`config.mk`:
```
export PLATFORM = sky130hd
export DESIGN_NAME = onebit_sdr_tx
export DESIGN_NICKNAME = d
export VERILOG_FILES = /design/src/rtl/onebit_sdr_tx.sv
export SDC_FILE = /design/constraint.sdc
export NUM_CORES = 1
export LEC_CHECK = 0
export ABC_AREA = 0
export BUFFER_PORTS_ARGS = -buffer_cell sky130_fd_sc_hd__buf_2
export CORE_MARGIN = 5
export CORE_UTILIZATION = 35
export CTS_CLUSTER_SIZE = 14
export DETAILED_ROUTE_END_ITERATION = 10
export PLACE_DENSITY = 0.62
export SETUP_SLACK_MARGIN = 0.1
export SLEW_MARGIN = 15
export SYNTH_ARGS = -nofsm -noshare
export SYNTH_HDL_FRONTEND = slang
export SYNTH_SLANG_ARGS = --single-unit
```
`constraint.sdc`:
```
create_clock -name clk_data -period 6.3 [get_ports clk_data]
set_input_delay 1.26 -clock clk_data [delete_from_list [all_inputs] [get_ports clk_data]]
set_output_delay 1.26 -clock clk_data [all_outputs]
set_load 0.03 [all_outputs]
```
`src/rtl/onebit_sdr_tx.sv`:
```
// Transmit side of the 1-bit SDR link: pulls sample words from an async FIFO once per
// OSR-cycle window and turns each sample into a 1-bit density stream with a first-order modulator.
module onebit_sdr_tx #(
    parameter int DSIZE       = 16,
    parameter int SAMPLE_W    = 5,
    parameter int OSR_LOG2    = 2,
    parameter int IDLE_SAMPLE = 2
) (
    input  logic             clk_data,
    input  logic             rst,
    input  logic             enable,
    input  logic             fifo_rempty,
    input  logic [DSIZE-1:0] fifo_rdata,
    output logic             fifo_rinc,
    output logic             rf_out_1bit,
    output logic             running,
    output logic [15:0]      underrun_count,
    output logic             sat_flag
);

    localparam int OSR = 1 << OSR_LOG2;
    localparam logic [OSR_LOG2-1:0] PH_DECIDE = OSR_LOG2'(OSR - 2);
    localparam logic [OSR_LOG2-1:0] PH_READ   = OSR_LOG2'(OSR - 1);
    localparam logic [SAMPLE_W:0]   OSR_T     = (SAMPLE_W + 1)'(OSR);
    localparam logic [SAMPLE_W-1:0] IDLE_S    = SAMPLE_W'(IDLE_SAMPLE);

    typedef enum logic [1:0] {
        ST_IDLE,
        ST_RUN,
        ST_STARVED
    } state_t;

    state_t                state_q, state_d;
    logic [OSR_LOG2-1:0]   phase_q, phase_d;
    logic [SAMPLE_W-1:0]   acc_q, acc_d;
    logic [SAMPLE_W-1:0]   cur_sample_q, cur_sample_d;
    logic                  rinc_q, rinc_d;
    logic                  rf_out_q, rf_out_d;
    logic [15:0]           count_q, count_d;
    logic                  sat_q, sat_d;

    logic                  bump;
    logic [SAMPLE_W-1:0]   raw_sample;
    logic [SAMPLE_W:0]     acc_sum;
    logic [SAMPLE_W:0]     acc_rem;

    logic unused_rdata_bits;
    assign unused_rdata_bits = ^fifo_rdata[DSIZE-1:SAMPLE_W];

    assign raw_sample = fifo_rdata[SAMPLE_W-1:0];

    always_comb begin
        state_d      = state_q;
        phase_d      = phase_q + 1'b1;
        rinc_d       = 1'b0;
        count_d      = count_q;
        sat_d        = sat_q;
        cur_sample_d = cur_sample_q;
        bump         = 1'b0;

        // Reads are only ever requested when the FIFO reports data, so rinc never hits an empty FIFO.
        if (phase_q == PH_DECIDE) begin
            case (state_q)
                ST_IDLE: begin
                    if (enable && !fifo_rempty) begin
                        rinc_d  = 1'b1;
                        state_d = ST_RUN;
                    end
                end
                ST_RUN: begin
                    if (!enable) begin
                        state_d = ST_IDLE;
                    end else if (fifo_rempty) begin
                        state_d = ST_STARVED;
                        bump    = 1'b1;
                    end else begin
                        rinc_d = 1'b1;
                    end
                end
                ST_STARVED: begin
                    if (!enable) begin
                        state_d = ST_IDLE;
                    end else if (fifo_rempty) begin
                        bump = 1'b1;
                    end else begin
                        rinc_d  = 1'b1;
                        state_d = ST_RUN;
                    end
                end
                default: state_d = ST_IDLE;
            endcase
        end

        if (bump && (count_q != 16'hFFFF)) begin
            count_d = count_q + 16'd1;
        end

        // A window with no read behind it plays the idle (mid-scale) sample.
        if (phase_q == PH_READ) begin
            if (rinc_q) begin
                if ({1'b0, raw_sample} > OSR_T) begin
                    cur_sample_d = OSR_T[SAMPLE_W-1:0];
                    sat_d        = 1'b1;
                end else begin
                    cur_sample_d = raw_sample;
                end
            end else begin
                cur_sample_d = IDLE_S;
            end
        end
    end

    // Error-feedback modulator: the residue stays below OSR, so each window emits exactly cur_sample ones.
    always_comb begin
        acc_sum  = {1'b0, acc_q} + {1'b0, cur_sample_q};
        rf_out_d = (acc_sum >= OSR_T);
        acc_rem  = rf_out_d ? (acc_sum - OSR_T) : acc_sum;
        acc_d    = acc_rem[SAMPLE_W-1:0];
    end

    always_ff @(posedge clk_data or posedge rst) begin
        if (rst) begin
            state_q      <= ST_IDLE;
            phase_q      <= '0;
            acc_q        <= '0;
            cur_sample_q <= IDLE_S;
            rinc_q       <= 1'b0;
            rf_out_q     <= 1'b0;
            count_q      <= 16'd0;
            sat_q        <= 1'b0;
        end else begin
            state_q      <= state_d;
            phase_q      <= phase_d;
            acc_q        <= acc_d;
            cur_sample_q <= cur_sample_d;
            rinc_q       <= rinc_d;
            rf_out_q     <= rf_out_d;
            count_q      <= count_d;
            sat_q        <= sat_d;
        end
    end

    assign fifo_rinc      = rinc_q;
    assign rf_out_1bit    = rf_out_q;
    assign running        = (state_q == ST_RUN);
    assign underrun_count = count_q;
    assign sat_flag       = sat_q;

endmodule

```
### Word level (Yosys, flattened, before mapping)

Index checks and enable logic that the tools add are counted.
W data, S select, Z words.

* bits in registers: 33
* bits of input ports: 20
* output and inout bits: 20
* word-level logic and storage cells: 47

* add/subtract/negate cells: 4
* $lt $le $gt $ge: 2
* eq/ne operators: 8
* mux-type cells: 18
* reduce and logical (&&, ||, !) cells: 7

Operator list (number)
* $add A16 B1 Y16 const B: 1
* $ne A16 B16 Y1 const B: 1
* $mux W5: 3
* $mux W2: 5
* $mux W1: 8
* $add A5 B5 Y6: 1
* $eq A2 B2 Y1 const B: 3
* $ge A6 B3 Y1 const B: 1
* $ne A3 B3 Y1 const B: 2
* $pmux W2 S3: 1
* $gt A5 B3 Y1 const B: 1
* $sub A5 B3 Y5 const B: 1
* $reduce_and A4 Y1: 1
* $reduce_and A3 Y1: 1
* $add A2 B1 Y2 const B: 1
* $eq A2 B1 Y1 const B: 1
* $logic_and A1 B1 Y1: 2
* $logic_not A2 Y1: 1
* $ne A2 B2 Y1 const B: 1
* $pmux W1 S2: 1
* $reduce_or A2 Y1: 1
* $logic_not A1 Y1: 1

### Logic depth before layout (Yosys ltp)

Gate-level depths: netlist of run 1.

* word-level depth: 5
* depth in mapped cells: 9
* mapped depth without buffers: 9

### Least setup slack after synthesis of run 1

Ideal clock, no wire load.

* path kind: in2reg
* from: input fifo_rempty
* to: register count_q[8], in the netlist underrun_count[8]
* library setup time: 81 ps
* arrival time: 2222 ps
* slack: 3997 ps
* stages on the path: 5
* path through: and4_1 > buf_4 > nand4_4 > a2111oi_4 > xor2_1

* cells in the longest elaborated chain, start to end: 5

RTL lines
* start, declared: line 12 `input logic fifo_rempty,`
* $mux W1: line 73, 83
* $mux W1: line 81 `if (!enable) begin`
* $mux W1
* $mux W1: line 62 `if (phase_q == PH_DECIDE) begin`
* $logic_and A1 B1 Y1: line 94 `if (bump && (count_q != 16'hFFFF)) begin`
* end signal, assigned: line 138 `count_q <= count_d;`
* end, declared: line 39 `logic [15:0] count_q, count_d;`

Every way passes these cells.
A chain may end at the register's enable or synchronous reset.

### Worst setup path in the final report of run 1

* from: register state_q[1]
* to: output running

* cells in the longest elaborated chain, start to end: 1

RTL lines
* start, declared: line 33 `state_t state_q, state_d;`
* start signal, assigned: line 132 `state_q <= state_d;`
* $eq A2 B1 Y1: line 145 `assign running = (state_q == ST_RUN);`
* end, declared: line 16 `output logic running,`

Every way passes these cells.

==> results of run 1 <==
[metrics by stage]
step | total power, uW | util | cells
floorplan | 488 | - | 160
global placement | 540 | 0.400 | 257
detailed placement | 548 | 0.400 | 257
CTS | 719 | 0.418 | 265
global route | 769 | 0.418 | 265
finish | 704 | 0.418 | 265
[worst max-delay path, cell delays in order (launching register included)]
cell	delay (ns)
dfrtp_1	0.43
inv_1	0.10
ha_1	0.21
buf_2	0.22
[worst max path at each step]
stage | start | endpoint | slack, ns | depth (start not counted)
final | state_q[1] | running | 3.81 | 3
after CTS | cur_sample_q[0] | acc_q[2] | 3.79 | 9
after global routing | cur_sample_q[0] | acc_q[2] | 3.65 | 9
after floorplan | fifo_rempty | underrun_count[8] | 4.00 | 5
after detailed placement | enable | underrun_count[8] | 3.73 | 5
after global placement | enable | underrun_count[6] | 3.75 | 5
[registers in the layout, summed over array words and instances, names as in the netlist]
register / cells
acc_q: 5
cur_sample_q: 5
fifo_rinc: 1
phase_q: 2
rf_out_1bit: 1
sat_flag: 1
state_q: 2
underrun_count: 16
[placed cells by master, fill, tap and decap left out, types with 2 or more instances in the layout]
cell | synthesis | final
dfrtp_1 | 32 | 32
buf_2 | 1 | 28
ha_1 | 14 | 14
xor2_1 | 9 | 9
nand2_1 | 9 | 9
inv_1 | 9 | 9
xnor2_1 | 8 | 8
a21oi_1 | 7 | 7
nand3_1 | 7 | 7
clkbuf_8 | 0 | 6
and3_1 | 5 | 5
nor3_1 | 5 | 5
o21ai_0 | 5 | 5
and4_1 | 4 | 4
nand4_1 | 3 | 3
nor2b_1 | 3 | 3
a21o_1 | 3 | 3
nor2_1 | 3 | 3
a31oi_1 | 3 | 3
and2_1 | 2 | 2
o211ai_1 | 2 | 2
nor4b_1 | 2 | 2
nor3b_1 | 2 | 2
nand2b_1 | 2 | 2
clkbuf_1 | 0 | 2
[power groups by stage]
stage | clock [uW] | sequential (uW) | combinational, uW
global route | 182 | 283 | 303
global placement | 0 | 281 | 260
finish | 164 | 277 | 263
floorplan | 0 | 295 | 193
CTS | 173 | 278 | 268
detailed placement | 0 | 282 | 266
[layout make-up]
type	count	area [um2]
multi-input combinational	116	907
timing repair buffer	29	148
tap	70	87.6
sequential	33	827
clock buffer	8	90.1
fill	518	2920
inverter	9	33.8
[cell families after synthesis]
group | Yosys count | share of synthesized area
simple gates | 53 | 0.190
flops | 33 | 0.465
compound gates | 29 | 0.115
xor+xnor | 17 | 0.0836
fa+ha+maj | 15 | 0.110
buf+inv | 11 | 0.0260
mux | 2 | 0.0119
[metal layers]
layer	vias to the layer above	track usage	share of wire
met5	-	0	0
met4	0	0.0507	0.021
met3	5	0.0310	0.040
met2	21	0.174	0.46
met1	593	0.150	0.48
li1	650	-	-
==> flow_summary.html, run 1 <==
<table>
<tr><th>Metric</th><th>Value</th></tr>
<tr><th colspan="2">STA</th></tr>
<tr><td>Clock skew</td><td>slightly above 0.006 ns</td></tr>
<tr><td>Headroom to the max-slew limit</td><td>0.712</td></tr>
<tr><td>Post-route setup slack</td><td>between 3 and 4 ns</td></tr>
<tr><td>Final Hold Slack</td><td>around 0.45 ns</td></tr>
<tr><td>Min Tclk post-route</td><td>approximately 2.5 ns</td></tr>
<tr><td>Total count of hold-check failures in the final report</td><td>0</td></tr>
<tr><td>Maximum clock rate</td><td>roughly 400 MHz</td></tr>
<tr><td>Final clock period utilization by the worst path</td><td>0.395</td></tr>
<tr><td>Tightest Pin Transition</td><td>about 0.43 ns</td></tr>
<tr><td>Fin Setup TNS</td><td>0 ns</td></tr>
<tr><td>Unrepaired setup endpoints after global routing</td><td>false</td></tr>
<tr><td>Final slew viol count</td><td>0</td></tr>
<tr><td>Setup violators final</td><td>0</td></tr>
<tr><th colspan="2">Synth</th></tr>
<tr><td>Synthesized netlist net count</td><td>~200</td></tr>
<tr><td>Dominant cells by area after synthesis</td><td>dfrtp_1 45%, ha_1 9.8%, xor2_1 4.4%, xnor2_1 3.9%, a21oi_1 2.0%</td></tr>
<tr><td>Most frequent cells after synthesis</td><td>32 x dfrtp_1, 14 x ha_1, 9 x inv_1, 9 x nand2_1, 9 x xor2_1</td></tr>
<tr><td>Warning count from the yosys run</td><td>0</td></tr>
<tr><td>Post-synthesis async set-or-reset flop share</td><td>1.00</td></tr>
<tr><td>Flop and latch count out of synthesis</td><td>33</td></tr>
<tr><td>Mean post-synth cell area</td><td>11.1 um2</td></tr>
<tr><td>Most repeated cell in the gate-level netlist after synthesis</td><td>dfrtp_1</td></tr>
<tr><td>Library cell occupying the most area in the post-synthesis netlist</td><td>dfrtp_1</td></tr>
<tr><td>Most common flop cell mapped by yosys</td><td>dfrtp_1</td></tr>
<tr><td>Post-Syn Instances</td><td>160</td></tr>
<tr><td>Unique masters post-synth</td><td>43</td></tr>
<tr><td>Proportion of synthesized chip area in sequential cells</td><td>0.465</td></tr>
<tr><td>Share of the synthesized area in the top cell type</td><td>0.450</td></tr>
<tr><td>Post-synthesis cell area</td><td>1780 um2</td></tr>
<tr><td>Number of enable-type register cells in the synthesized netlist</td><td>0</td></tr>
<tr><th colspan="2">Job</th></tr>
<tr><td>Max_cap viols</td><td>0</td></tr>
<tr><th colspan="2">Setup path</th></tr>
<tr><td>Critical path arrival</td><td>~1.2 ns</td></tr>
<tr><td>Cell depth of the worst flop-to-flop path</td><td>9</td></tr>
<tr><td>Worst EP required</td><td>5.04 ns</td></tr>
<tr><td>Worst reg-to-reg setup slack</td><td>roughly 3.8 ns</td></tr>
<tr><td>Worst setup path class</td><td>register to primary output</td></tr>
<tr><td>CP Max Fanout</td><td>5</td></tr>
<tr><td>Critical Path End Type</td><td>primary output</td></tr>
<tr><td>Launch point of the worst reg-to-reg path</td><td>cur_sample_q[0]</td></tr>
<tr><td>Crit start category</td><td>register</td></tr>
<tr><td>R2r endpoint</td><td>acc_q[2]</td></tr>
<tr><th colspan="2">Power and ir drop</th></tr>
<tr><td>Seq pwr share</td><td>0.394</td></tr>
<tr><td>Proportion of power drawn by combinational gates</td><td>0.373</td></tr>
<tr><td>Worst voltage drop across the vdd grid</td><td>between 100 and 150 uV</td></tr>
<tr><td>Static Leakage</td><td>~0.0010 uW</td></tr>
<tr><td>Switching Share</td><td>0.357</td></tr>
<tr><td>Power density cells</td><td>336 nW/um2</td></tr>
<tr><td>Pint</td><td>453 uW</td></tr>
<tr><td>Sw Pwr</td><td>251 uW</td></tr>
<tr><td>Clock share of power</td><td>0.233</td></tr>
<tr><th colspan="2">Finish</th></tr>
<tr><td>Share of post-route cells with drive strength above 1</td><td>0.215</td></tr>
<tr><td>Diodes inserted</td><td>0</td></tr>
<tr><td>Layout net count</td><td>between 200 and 250</td></tr>
<tr><td>Final cell area excluding filler cells</td><td>2090 um2</td></tr>
<tr><td>Area growth, synth to finish</td><td>17.6%</td></tr>
<tr><th colspan="2">Worst hold path</th></tr>
<tr><td>Worst hold path depth</td><td>1</td></tr>
<tr><td>Hold Path End</td><td>phase_q[0]</td></tr>
<tr><td>Worst Hold Launch</td><td>phase_q[0]</td></tr>
<tr><td>HP Class</td><td>register to register</td></tr>
<tr><th colspan="2">Die</th></tr>
<tr><td>Core Box Area</td><td>approximately 5000 um2</td></tr>
<tr><td>Area of the die</td><td>about 6600 um2</td></tr>
<tr><td>Ports placed on the boundary</td><td>40</td></tr>
<tr><td>Height of the die</td><td>slightly above 80 um</td></tr>
<tr><td>Standard-cell rows</td><td>26</td></tr>
<tr><td>Die Width</td><td>approximately 81 um</td></tr>
<tr><td>Effective utilization at floorplan</td><td>0.355</td></tr>
<tr><th colspan="2">Clock network</th></tr>
<tr><td>Number of clock buffers inserted by TritonCTS</td><td>5</td></tr>
<tr><td>Number of levels in the clock H-tree</td><td>2</td></tr>
<tr><td>Quantity of gates resized following cts</td><td>0</td></tr>
<tr><td>CTS Hold Buffers Added</td><td>0</td></tr>
<tr><td>Post-CTS setup buffer count</td><td>0</td></tr>
<tr><td>Clock insertion delay at the later pin of the skew report</td><td>~0.28 ns</td></tr>
<tr><td>Clk root buf</td><td>clkbuf_8</td></tr>
<tr><td>Worst-path clk slew</td><td>approximately 0.06 ns</td></tr>
<tr><td>TritonCTS sink count</td><td>33</td></tr>
<tr><td>CTS tree</td><td>done</td></tr>
<tr><td>Max Root-Sink Buffers</td><td>2</td></tr>
<tr><th colspan="2">Global routing</th></tr>
<tr><td>Gr ovfl total</td><td>0</td></tr>
<tr><td>Vias in the first global route</td><td>~1.3k</td></tr>
<tr><td>Global-route wire length before repair</td><td>roughly 5800 um</td></tr>
<tr><td>Global-route total usage across every layer</td><td>0.114</td></tr>
<tr><td>Antenna violations before repair</td><td>0</td></tr>
<tr><td>Pin count of the biggest net entering global routing</td><td>34</td></tr>
<tr><th colspan="2">Placement</th></tr>
<tr><td>RePlAce Congestion</td><td>around 0.83</td></tr>
<tr><td>Placement Cell Area</td><td>between 2000 and 2500 um2</td></tr>
<tr><td>Count of input and output buffers</td><td>28</td></tr>
<tr><td>Setup WS pre-CTS</td><td>roughly 3.7 ns</td></tr>
<tr><td>Half-perimeter wire length after detailed placement</td><td>2410 um</td></tr>
<tr><th colspan="2">Route</th></tr>
<tr><td>Violation count after the first detailed-route iteration</td><td>28</td></tr>
<tr><td>DRC viols</td><td>0</td></tr>
<tr><td>Routed wirelength normalized by instance count</td><td>roughly 12 um</td></tr>
<tr><td>Remaining number of nets flagged by the antenna check after routing</td><td>0</td></tr>
<tr><td>Drt via density</td><td>approximately 4.8</td></tr>
<tr><td>TritonRoute pass-1 iters</td><td>6</td></tr>
<tr><td>Routed WL</td><td>about 3300 um</td></tr>
<tr><td>Via Count</td><td>around 1.3k</td></tr>
<tr><th colspan="2">Status</th></tr>
<tr><td>Status</td><td>completed</td></tr>
</table>
Power figures use the tool's default switching activity.
==> run 2, diff against run 1 <==
==> constraint.sdc (replaced) <==
create_clock -name clk_data -period 2.5 [get_ports clk_data]
set_input_delay 0.5 -clock clk_data [delete_from_list [all_inputs] [get_ports clk_data]]
set_output_delay 0.5 -clock clk_data [all_outputs]
set_load 0.03 [all_outputs]
==> run 2 against run 1 <==
Final area up 1.6%. Core utilization up 0.67 points. First-iteration DRC count up 36%. Combinational power rose to 3.0 times the previous value. Non-clock buffer count up 3. Global-route usage up 0.21 points. Clock skew up 0.0054 ns. Flip-flop and latch count unchanged. Cell count up 1.1%. Sequential power rose to 2.5 times the previous value. Routed wire length down 1.2%. Critical path type is now register to register. Critical endpoint is now acc_q[2].
==> flow_summary.html, run 2 (synthesized netlist as in run 1, its figures left out) <==
<table>
<tr><th>Metric</th><th>Value</th></tr>
<tr><th colspan="2">Status</th></tr>
<tr><td>Status</td><td>completed</td></tr>
<tr><th colspan="2">Global routing</th></tr>
<tr><td>Vias in the first global route</td><td>1284 (+0.55%)</td></tr>
<tr><td>Gr ovfl total</td><td>0 (unchanged)</td></tr>
<tr><td>Antenna violations before repair</td><td>0 (unchanged)</td></tr>
<tr><td>Global-route wire length before repair</td><td>5780 um (-0.70%)</td></tr>
<tr><td>Pin count of the biggest net entering global routing</td><td>34 (unchanged)</td></tr>
<tr><td>Global-route total usage across every layer</td><td>0.116 (+0.00210)</td></tr>
<tr><th colspan="2">Route</th></tr>
<tr><td>Routed wirelength normalized by instance count</td><td>12.1 um (-2.3%)</td></tr>
<tr><td>Remaining number of nets flagged by the antenna check after routing</td><td>0 (unchanged)</td></tr>
<tr><td>TritonRoute pass-1 iters</td><td>4 (-2)</td></tr>
<tr><td>Violation count after the first detailed-route iteration</td><td>38 (+36%)</td></tr>
<tr><td>Routed length on met2</td><td>1500 um (-0.66%)</td></tr>
<tr><td>Routed WL</td><td>3240 um (-1.2%)</td></tr>
<tr><td>DRC viols</td><td>0 (unchanged)</td></tr>
<tr><td>M1 WL</td><td>1540 um (-2.1%)</td></tr>
<tr><td>Via Count</td><td>1273 (+0.32%)</td></tr>
<tr><td>Drt via density</td><td>4.75 (-0.81%)</td></tr>
<tr><td>Detail Route met3 WL</td><td>121 um (-6.9%)</td></tr>
<tr><td>Max Used Layer</td><td>met4</td></tr>
<tr><th colspan="2">Die</th></tr>
<tr><td>Ports placed on the boundary</td><td>40 (unchanged)</td></tr>
<tr><td>Effective utilization at floorplan</td><td>0.355 (unchanged)</td></tr>
<tr><td>Height of the die</td><td>81.3 um (unchanged)</td></tr>
<tr><td>Area of the die</td><td>6610 um2 (unchanged)</td></tr>
<tr><td>Core Box Area</td><td>5010 um2 (unchanged)</td></tr>
<tr><td>Die Width</td><td>81.3 um (unchanged)</td></tr>
<tr><td>Standard-cell rows</td><td>26 (unchanged)</td></tr>
<tr><th colspan="2">Finish</th></tr>
<tr><td>Final cell area excluding filler cells</td><td>2130 um2 (+1.6%)</td></tr>
<tr><td>Area growth, synth to finish</td><td>19.5%</td></tr>
<tr><td>Max reg flops</td><td>16 (unchanged)</td></tr>
<tr><td>Share of post-route cells with drive strength above 1</td><td>0.247 (+0.0321)</td></tr>
<tr><td>Layout net count</td><td>232 (+1.3%)</td></tr>
<tr><td>Diodes inserted</td><td>0 (unchanged)</td></tr>
<tr><td>Fillers</td><td>519 (+0.19%)</td></tr>
<tr><td>Leading cell types in the layout, fill and taps excluded</td><td>32 x dfrtp_1, 28 x buf_2, 14 x ha_1</td></tr>
<tr><td>Commonest non-fill, non-tap cell in the layout</td><td>dfrtp_1</td></tr>
<tr><th colspan="2">STA</th></tr>
<tr><td>Fin Setup TNS</td><td>0 ns (unchanged)</td></tr>
<tr><td>Min Tclk post-route</td><td>~2.3 ns</td></tr>
<tr><td>Tightest Pin Transition</td><td>0.413 ns (-0.0182 ns)</td></tr>
<tr><td>Setup violators final</td><td>0 (unchanged)</td></tr>
<tr><td>Final clock period utilization by the worst path</td><td>0.911</td></tr>
<tr><td>Clock skew</td><td>0.0114 ns (+0.00540 ns)</td></tr>
<tr><td>Final slew viol count</td><td>0 (unchanged)</td></tr>
<tr><td>Total count of hold-check failures in the final report</td><td>0 (unchanged)</td></tr>
<tr><td>Headroom to the max-slew limit</td><td>0.722 (+0.00967)</td></tr>
<tr><td>Unrepaired setup endpoints after global routing</td><td>false</td></tr>
<tr><td>Maximum clock rate</td><td>between 400 and 500 MHz</td></tr>
<tr><th colspan="2">Setup path</th></tr>
<tr><td>Crit-path leading delay family</td><td>compound AO/OA/AOI/OAI gates</td></tr>
<tr><td>Critical path arrival</td><td>2.44 ns (+1.21 ns)</td></tr>
<tr><td>Cell depth of the worst flop-to-flop path</td><td>9 (unchanged)</td></tr>
<tr><td>Worst EP required</td><td>2.66 ns (-2.38 ns)</td></tr>
<tr><td>Logic depth of the worst path, buffers included</td><td>9 (+6)</td></tr>
<tr><td>Critical-path cell with the highest stage delay</td><td>dfstp_2</td></tr>
<tr><td>Buffers plus inverters on the worst setup path</td><td>0 (-2)</td></tr>
<tr><td>CP Max Fanout</td><td>3 (-2)</td></tr>
<tr><td>Most frequent cell on the critical path</td><td>ha_1</td></tr>
<tr><td>Critical Path End Type</td><td>register</td></tr>
<tr><td>Worst setup path class</td><td>register to register</td></tr>
<tr><td>Crit start category</td><td>register</td></tr>
<tr><td>Worst path cell trace</td><td>ha_1 -&gt; a21o_1 -&gt; a21oi_2 -&gt; xor2_1 -&gt; ha_1 -&gt; nor3b_1 -&gt; a41oi_1 -&gt; o2111ai_2 -&gt; xnor2_1</td></tr>
<tr><td>Largest stage delay on the critical path</td><td>0.57 ns (+0.14 ns)</td></tr>
<tr><th colspan="2">Power and ir drop</th></tr>
<tr><td>Sw Pwr</td><td>669 uW (+170%)</td></tr>
<tr><td>Seq pwr share</td><td>0.374 (-0.020)</td></tr>
<tr><td>Power density cells</td><td>881 nW/um2 (+160%)</td></tr>
<tr><td>Proportion of power drawn by combinational gates</td><td>0.421 (+0.048)</td></tr>
<tr><td>Switching Share</td><td>0.357 (about the same)</td></tr>
<tr><td>Worst voltage drop across the vdd grid</td><td>413 uV (+210%)</td></tr>
<tr><td>Clock share of power</td><td>0.205 (-0.028)</td></tr>
<tr><td>Static Leakage</td><td>0.00107 uW (+1.6%)</td></tr>
<tr><td>Pint</td><td>1210 uW (+170%)</td></tr>
<tr><th colspan="2">Clock network</th></tr>
<tr><td>TritonCTS sink count</td><td>33 (unchanged)</td></tr>
<tr><td>Clock insertion delay at the later pin of the skew report</td><td>0.29 ns (about the same)</td></tr>
<tr><td>Number of clock buffers inserted by TritonCTS</td><td>5 (unchanged)</td></tr>
<tr><td>Clk root buf</td><td>clkbuf_8</td></tr>
<tr><td>Number of levels in the clock H-tree</td><td>2 (unchanged)</td></tr>
<tr><td>Worst-path clk slew</td><td>0.07 ns (about the same)</td></tr>
<tr><td>CTS tree</td><td>done</td></tr>
<tr><td>Max Root-Sink Buffers</td><td>2 (unchanged)</td></tr>
<tr><th colspan="2">Placement</th></tr>
<tr><td>Placement Cell Area</td><td>2020 um2 (+0.75%)</td></tr>
<tr><td>RePlAce Congestion</td><td>0.845 (+1.7%)</td></tr>
<tr><td>Half-perimeter wire length after detailed placement</td><td>2400 um (-0.38%)</td></tr>
<tr><td>Count of input and output buffers</td><td>28 (unchanged)</td></tr>
<tr><th colspan="2">Worst hold path</th></tr>
<tr><td>HP Class</td><td>primary input to asynchronous set/reset pin</td></tr>
<tr><th colspan="2">Job</th></tr>
<tr><td>Max_cap viols</td><td>0 (unchanged)</td></tr>
</table>
[run 2: cell types whose count changed in the layout (fill, tap and decap cells not counted)]
| cell | change |
|---|---|
| clkinv_2 | +1 |
| fa_1 | -1 |
| a21oi_2 | +1 |
| clkbuf_8 | -1 |
| fa_2 | +1 |
| xnor2_1 | -1 |
| buf_4 | +3 |
| o2111ai_2 | +1 |
| o2111ai_1 | -1 |
| xnor2_2 | +1 |
| a21oi_1 | -1 |
[run 2: worst min-delay path, cell delays in order]
cell,delay [ns]
buf_2,0.09
inv_1,0.04
buf_4,0.36
[run 2: final timing paths]
path	from	to	slack [ns]
max	cur_sample_q[1]	acc_q[2]	0.22
max reg2reg	cur_sample_q[1]	acc_q[2]	0.22
min in group clk_data	phase_q[0]	phase_q[0]	0.44
min reg2reg	phase_q[0]	phase_q[0]	0.44
max in group asynchronous	rst	cur_sample_q[1]	1.88
min	rst	acc_q[4]	0.29
[run 2: cell type report]
| cell class | count | area [um2] | share of cell area |
|---|---|---|---|
| clock buffers | 7 | 76.3 | 0.0359 |
| multi-input cells | 116 | 927 | 0.436 |
| well taps | 70 | 87.6 | 0.0412 |
| flip-flops and latches | 33 | 827 | 0.389 |
| clock inverters | 1 | 5.00 | 0.00235 |
| repair buffers | 32 | 170 | 0.0800 |
| inverters | 9 | 33.8 | 0.0159 |
[run 2: power groups by stage]
stage / logic (uW) / clock network (uW) / registers, uW
final: 790 / 384 / 701
after global routing: 888 / 423 / 716
after CTS: 728 / 406 / 703
after detailed placement: 725 / 0 / 712
after global placement: 716 / 0 / 707
after floorplan: 486 / 0 / 744
[run 2: routing by layer]
layer  global-route usage  vias up
li1                     -      652
met1                0.146      598
met2                0.178       17
met3               0.0344        6
met4               0.0608        0
met5                    0        -
[run 2: per-stage QoR]
| step | setup WS, ns | total power, uW | utilization | cells | hold WS [ns] |
|---|---|---|---|---|---|
| detailed placement | 0.145 | 1440 | 0.403 | 259 | 0.441 |
| floorplan | 0.230 | 1230 | - | 160 | 0.418 |
| finish | 0.223 | 1870 | 0.425 | 268 | 0.288 |
| CTS | 0.132 | 1840 | 0.419 | 267 | 0.294 |
| global route | 0.115 | 2030 | 0.425 | 268 | 0.354 |
| global placement | 0.117 | 1420 | 0.403 | 259 | 0.432 |
[run 2: timing repair]
| item | CTS | global route |
|---|---|---|
| resized for setup | 0 | 4 |
| hold buffers | 0 | 0 |
| setup buffers | 0 | 1 |
| endpoints found under the setup margin | 0 | 3 |
==> run 3, diff against run 2 <==
--- a/config.mk
+++ b/config.mk
@@ -5,14 +5,14 @@
 export SDC_FILE = /design/constraint.sdc
 export NUM_CORES = 1
 export LEC_CHECK = 0
-export ABC_AREA = 0
+export ABC_AREA = 1
 export BUFFER_PORTS_ARGS = -buffer_cell sky130_fd_sc_hd__buf_2
-export CORE_MARGIN = 5
+export CORE_MARGIN = 4
 export CORE_UTILIZATION = 35
 export CTS_CLUSTER_SIZE = 14
 export DETAILED_ROUTE_END_ITERATION = 10
-export PLACE_DENSITY = 0.62
-export SETUP_SLACK_MARGIN = 0.1
+export PLACE_DENSITY = 0.61
+export SETUP_SLACK_MARGIN = 0.15
 export SLEW_MARGIN = 15
 export SYNTH_ARGS = -nofsm -noshare
 export SYNTH_HDL_FRONTEND = slang
==> run 3 against run 2 <==
Register-to-register slack improved by 0.14 ns. Maximum frequency increased by 6.5%. Clock-buffer cell count unchanged. Critical path depth increased by 4. Sequential share of layout area decreased by 1.8 points. Total power increased by 1.2%. Combinational power decreased by 2%. Via count increased by 25%.
==> flow_summary.html, run 3 <==
<table>
<tr><th>Metric</th><th>Value</th></tr>
<tr><th colspan="2">Power and ir drop</th></tr>
<tr><td>Power, Total</td><td>1900 uW (+1.2%)</td></tr>
<tr><td>Power density cells</td><td>852 nW/um2 (-3.4%)</td></tr>
<tr><td>Static Leakage</td><td>0.00120 uW (+12%)</td></tr>
<tr><td>Worst voltage drop across the vdd grid</td><td>381 uV (-7.6%)</td></tr>
<tr><th colspan="2">Die</th></tr>
<tr><td>Core Box Area</td><td>5240 um2 (+4.5%)</td></tr>
<tr><td>Standard-cell rows</td><td>26 (unchanged)</td></tr>
<tr><td>Height of the die</td><td>82.3 um (+1.2%)</td></tr>
<tr><td>Effective utilization at floorplan</td><td>0.369 (+0.0139)</td></tr>
<tr><td>Ports placed on the boundary</td><td>40 (unchanged)</td></tr>
<tr><td>Area of the die</td><td>6780 um2 (+2.5%)</td></tr>
<tr><td>Die Width</td><td>82.3 um (+1.2%)</td></tr>
<tr><th colspan="2">Finish</th></tr>
<tr><td>Share of the core filled with cells</td><td>0.425 (+0.000891)</td></tr>
<tr><td>Commonest non-fill, non-tap cell in the layout</td><td>nand2_1</td></tr>
<tr><td>Max reg flops</td><td>16 (unchanged)</td></tr>
<tr><td>Leading cell types in the layout, fill and taps excluded</td><td>79 x nand2_1, 37 x inv_1, 32 x dfrtp_1, 28 x buf_2, 20 x nor2_1</td></tr>
<tr><td>Area growth, synth to finish</td><td>15.2%</td></tr>
<tr><td>Diodes inserted</td><td>0 (unchanged)</td></tr>
<tr><td>Layout net count</td><td>313 (+35%)</td></tr>
<tr><td>Share of post-route cells with drive strength above 1</td><td>0.154 (-0.0934)</td></tr>
<tr><td>Fillers</td><td>547 (+5.4%)</td></tr>
<tr><th colspan="2">Synth</th></tr>
<tr><td>Number of enable-type register cells in the synthesized netlist</td><td>0 (unchanged)</td></tr>
<tr><td>Post-Syn Instances</td><td>244 (+53%)</td></tr>
<tr><td>Most common flop cell mapped by yosys</td><td>dfrtp_1</td></tr>
<tr><td>Most frequent cells after synthesis</td><td>79 x nand2_1, 37 x inv_1, 32 x dfrtp_1</td></tr>
<tr><td>Synthesized netlist net count</td><td>279 (+43%)</td></tr>
<tr><td>Most repeated cell in the gate-level netlist after synthesis</td><td>nand2_1</td></tr>
<tr><td>Flop and latch count out of synthesis</td><td>33 (unchanged)</td></tr>
<tr><td>Share of the synthesized area in the top cell type</td><td>0.414 (-0.0358)</td></tr>
<tr><td>Library cell occupying the most area in the post-synthesis netlist</td><td>dfrtp_1</td></tr>
<tr><td>Proportion of synthesized chip area in sequential cells</td><td>0.428 (-0.0370)</td></tr>
<tr><td>Dominant cells by area after synthesis</td><td>dfrtp_1 41%, nand2_1 15%, ha_1 9.1%, inv_1 7.2%, nor2_1 3.9%</td></tr>
<tr><td>Post-synthesis cell area</td><td>1930 um2 (+8.6%)</td></tr>
<tr><td>Unique masters post-synth</td><td>27 (-37%)</td></tr>
<tr><td>Warning count from the yosys run</td><td>0 (unchanged)</td></tr>
<tr><td>Mean post-synth cell area</td><td>7.93 um2 (-29%)</td></tr>
<tr><td>Post-synthesis async set-or-reset flop share</td><td>1.00 (unchanged)</td></tr>
<tr><th colspan="2">STA</th></tr>
<tr><td>Maximum clock rate</td><td>468 MHz (+6.5%)</td></tr>
<tr><td>Tightest Pin Transition</td><td>0.472 ns (+0.0584 ns)</td></tr>
<tr><td>Final clock period utilization by the worst path</td><td>0.855 (-0.0559)</td></tr>
<tr><td>Setup violators final</td><td>0 (unchanged)</td></tr>
<tr><td>Clock skew</td><td>0.0147 ns (+0.00327 ns)</td></tr>
<tr><td>Final slew viol count</td><td>0 (unchanged)</td></tr>
<tr><td>Fin Setup TNS</td><td>0 ns (unchanged)</td></tr>
<tr><td>Total count of hold-check failures in the final report</td><td>0 (unchanged)</td></tr>
<tr><td>Unrepaired setup endpoints after global routing</td><td>false</td></tr>
<tr><td>Min Tclk post-route</td><td>2.14 ns (-0.140 ns)</td></tr>
<tr><td>Headroom to the max-slew limit</td><td>0.683 (-0.0389)</td></tr>
<tr><th colspan="2">Setup path</th></tr>
<tr><td>Worst reg-to-reg setup slack</td><td>0.36 ns (+0.14 ns)</td></tr>
<tr><td>Worst setup path class</td><td>register to register</td></tr>
<tr><td>Critical path arrival</td><td>2.31 ns (-0.13 ns)</td></tr>
<tr><td>Most frequent cell on the critical path</td><td>nand2_1</td></tr>
<tr><td>Crit start category</td><td>register</td></tr>
<tr><td>Critical-path cell with the highest stage delay</td><td>dfstp_2</td></tr>
<tr><td>CP Max Fanout</td><td>3 (unchanged)</td></tr>
<tr><td>Crit-path leading delay family</td><td>simple AND/OR/NAND/NOR gates</td></tr>
<tr><td>Worst EP required</td><td>2.68 ns (+0.02 ns)</td></tr>
<tr><td>Worst path cell trace</td><td>ha_1 -&gt; nand3_1 -&gt; nand2_1 -&gt; xor2_1 -&gt; inv_1 -&gt; ha_1 -&gt; nor3b_1 -&gt; nor2_1 -&gt; nand2_1 -&gt; inv_1 -&gt; nand2_1 -&gt; nand2_1 -&gt; nand2_1</td></tr>
<tr><td>Largest stage delay on the critical path</td><td>0.56 ns (about the same)</td></tr>
<tr><td>Buffers plus inverters on the worst setup path</td><td>2 (+2)</td></tr>
<tr><td>Critical Path End Type</td><td>register</td></tr>
<tr><th colspan="2">Clock network</th></tr>
<tr><td>CTS Hold Buffers Added</td><td>0 (unchanged)</td></tr>
<tr><td>Post-CTS setup buffer count</td><td>0 (unchanged)</td></tr>
<tr><td>Quantity of gates resized following cts</td><td>0 (unchanged)</td></tr>
<tr><td>Clk root buf</td><td>clkbuf_8</td></tr>
<tr><td>Clock insertion delay at the later pin of the skew report</td><td>0.30 ns (about the same)</td></tr>
<tr><td>Worst-path clk slew</td><td>0.08 ns (about the same)</td></tr>
<tr><td>CTS tree</td><td>done</td></tr>
<tr><td>Number of levels in the clock H-tree</td><td>2 (unchanged)</td></tr>
<tr><td>TritonCTS sink count</td><td>33 (unchanged)</td></tr>
<tr><td>Max Root-Sink Buffers</td><td>2 (unchanged)</td></tr>
<tr><td>Number of clock buffers inserted by TritonCTS</td><td>5 (unchanged)</td></tr>
<tr><th colspan="2">Route</th></tr>
<tr><td>TritonRoute pass-1 iters</td><td>4 (unchanged)</td></tr>
<tr><td>Drt via density</td><td>4.57 (-3.8%)</td></tr>
<tr><td>Violation count after the first detailed-route iteration</td><td>75 (+97%)</td></tr>
<tr><td>Routed WL</td><td>3800 um (+17%)</td></tr>
<tr><td>Remaining number of nets flagged by the antenna check after routing</td><td>0 (unchanged)</td></tr>
<tr><td>DRC viols</td><td>0 (unchanged)</td></tr>
<tr><td>Routed wirelength normalized by instance count</td><td>10.9 um (-10%)</td></tr>
<tr><td>Via Count</td><td>1594 (+25%)</td></tr>
<tr><th colspan="2">Placement</th></tr>
<tr><td>Count of input and output buffers</td><td>28 (unchanged)</td></tr>
<tr><td>Half-perimeter wire length after detailed placement</td><td>2820 um (+18%)</td></tr>
<tr><td>RePlAce Congestion</td><td>0.869 (+2.8%)</td></tr>
<tr><th colspan="2">Global routing</th></tr>
<tr><td>Global-route wire length before repair</td><td>6760 um (+17%)</td></tr>
<tr><td>Pin count of the biggest net entering global routing</td><td>34 (unchanged)</td></tr>
<tr><td>Vias in the first global route</td><td>1510 (+18%)</td></tr>
<tr><td>Antenna violations before repair</td><td>0 (unchanged)</td></tr>
<tr><td>Gr ovfl total</td><td>0 (unchanged)</td></tr>
<tr><td>Global-route total usage across every layer</td><td>0.130 (+0.0138)</td></tr>
<tr><th colspan="2">Status</th></tr>
<tr><td>Status</td><td>completed</td></tr>
<tr><th colspan="2">Job</th></tr>
<tr><td>Max_cap viols</td><td>0 (unchanged)</td></tr>
<tr><th colspan="2">Worst hold path</th></tr>
<tr><td>HP Class</td><td>primary input to asynchronous set/reset pin</td></tr>
</table>
[run 3: final cells by class]
| type | count | area [um2] | share of cell area |
|---|---|---|---|
| inverters | 38 | 145 | 0.0651 |
| clock buffers | 7 | 76.3 | 0.0343 |
| repair buffers | 29 | 148 | 0.0663 |
| flip-flops and latches | 33 | 827 | 0.371 |
| well taps | 70 | 87.6 | 0.0393 |
| clock inverters | 1 | 5.00 | 0.00225 |
| multi-input cells | 171 | 940 | 0.422 |
[run 3: kinds of logic (layout without fill, tap and decap cells)]
logic type	after synthesis	count (layout)	share of synthesized area
adders and majority gates	15	15	0.101
AOI/OAI and AO/OA	18	18	0.0517
buffers and inverters	40	75	0.0867
and+or+nand+nor	131	131	0.301
DFF	33	33	0.428
xor gates and xnor gates	7	7	0.0317
[run 3: worst register-to-register path, cell delays in order (launching register included)]
cell and delay [ns]:
dfstp_2 0.56, ha_1 0.23, nand3_1 0.08, nand2_1 0.09, xor2_1 0.19, inv_1 0.08, ha_1 0.20, nor3b_1 0.13
nor2_1 0.09, nand2_1 0.07, inv_1 0.07, nand2_1 0.11, nand2_1 0.08, nand2_1 0.05
[run 3: metal layers]
metal / routed length [um] / share of wire / vias up / GRT usage
met5: 0 / 0 / - / 0
met4: 93 / 0.024 / 0 / 0.0664
met3: 142 / 0.037 / 9 / 0.0239
met2: 1620 / 0.43 / 27 / 0.184
met1: 1940 / 0.51 / 722 / 0.187
li1: - / - / 836 / -
[run 3: worst paths after layout]
check | to | cells past startpoint | start
max | acc_q[2] | 13 | cur_sample_q[1]
min | state_q[1] | 3 | rst
max reg2reg | acc_q[2] | 13 | cur_sample_q[1]
min reg2reg | phase_q[0] | 1 | phase_q[0]
max in group asynchronous | cur_sample_q[1] | 3 | rst
min in group clk_data | phase_q[0] | 1 | phase_q[0]
[run 3: where the power goes]
| group | internal [uW] | total, uW | switching [uW] |
|---|---|---|---|
| clock network | 195 | 396 | 200 |
| registers | 647 | 729 | 81.3 |
| logic | 285 | 774 | 489 |
[run 3: through the flow]
stage          cells  worst slack [ns]  instance area [um2]  hold slack (ns)
2_1_floorplan    244             0.588                 1930            0.418
3_3_place_gp     341             0.392                 2150            0.429
3_5_place_dp     341             0.381                 2150            0.440
4_1_cts          349             0.357                 2230            0.298
5_1_grt          349             0.178                 2230            0.337
6_report         349             0.363                 2230            0.268
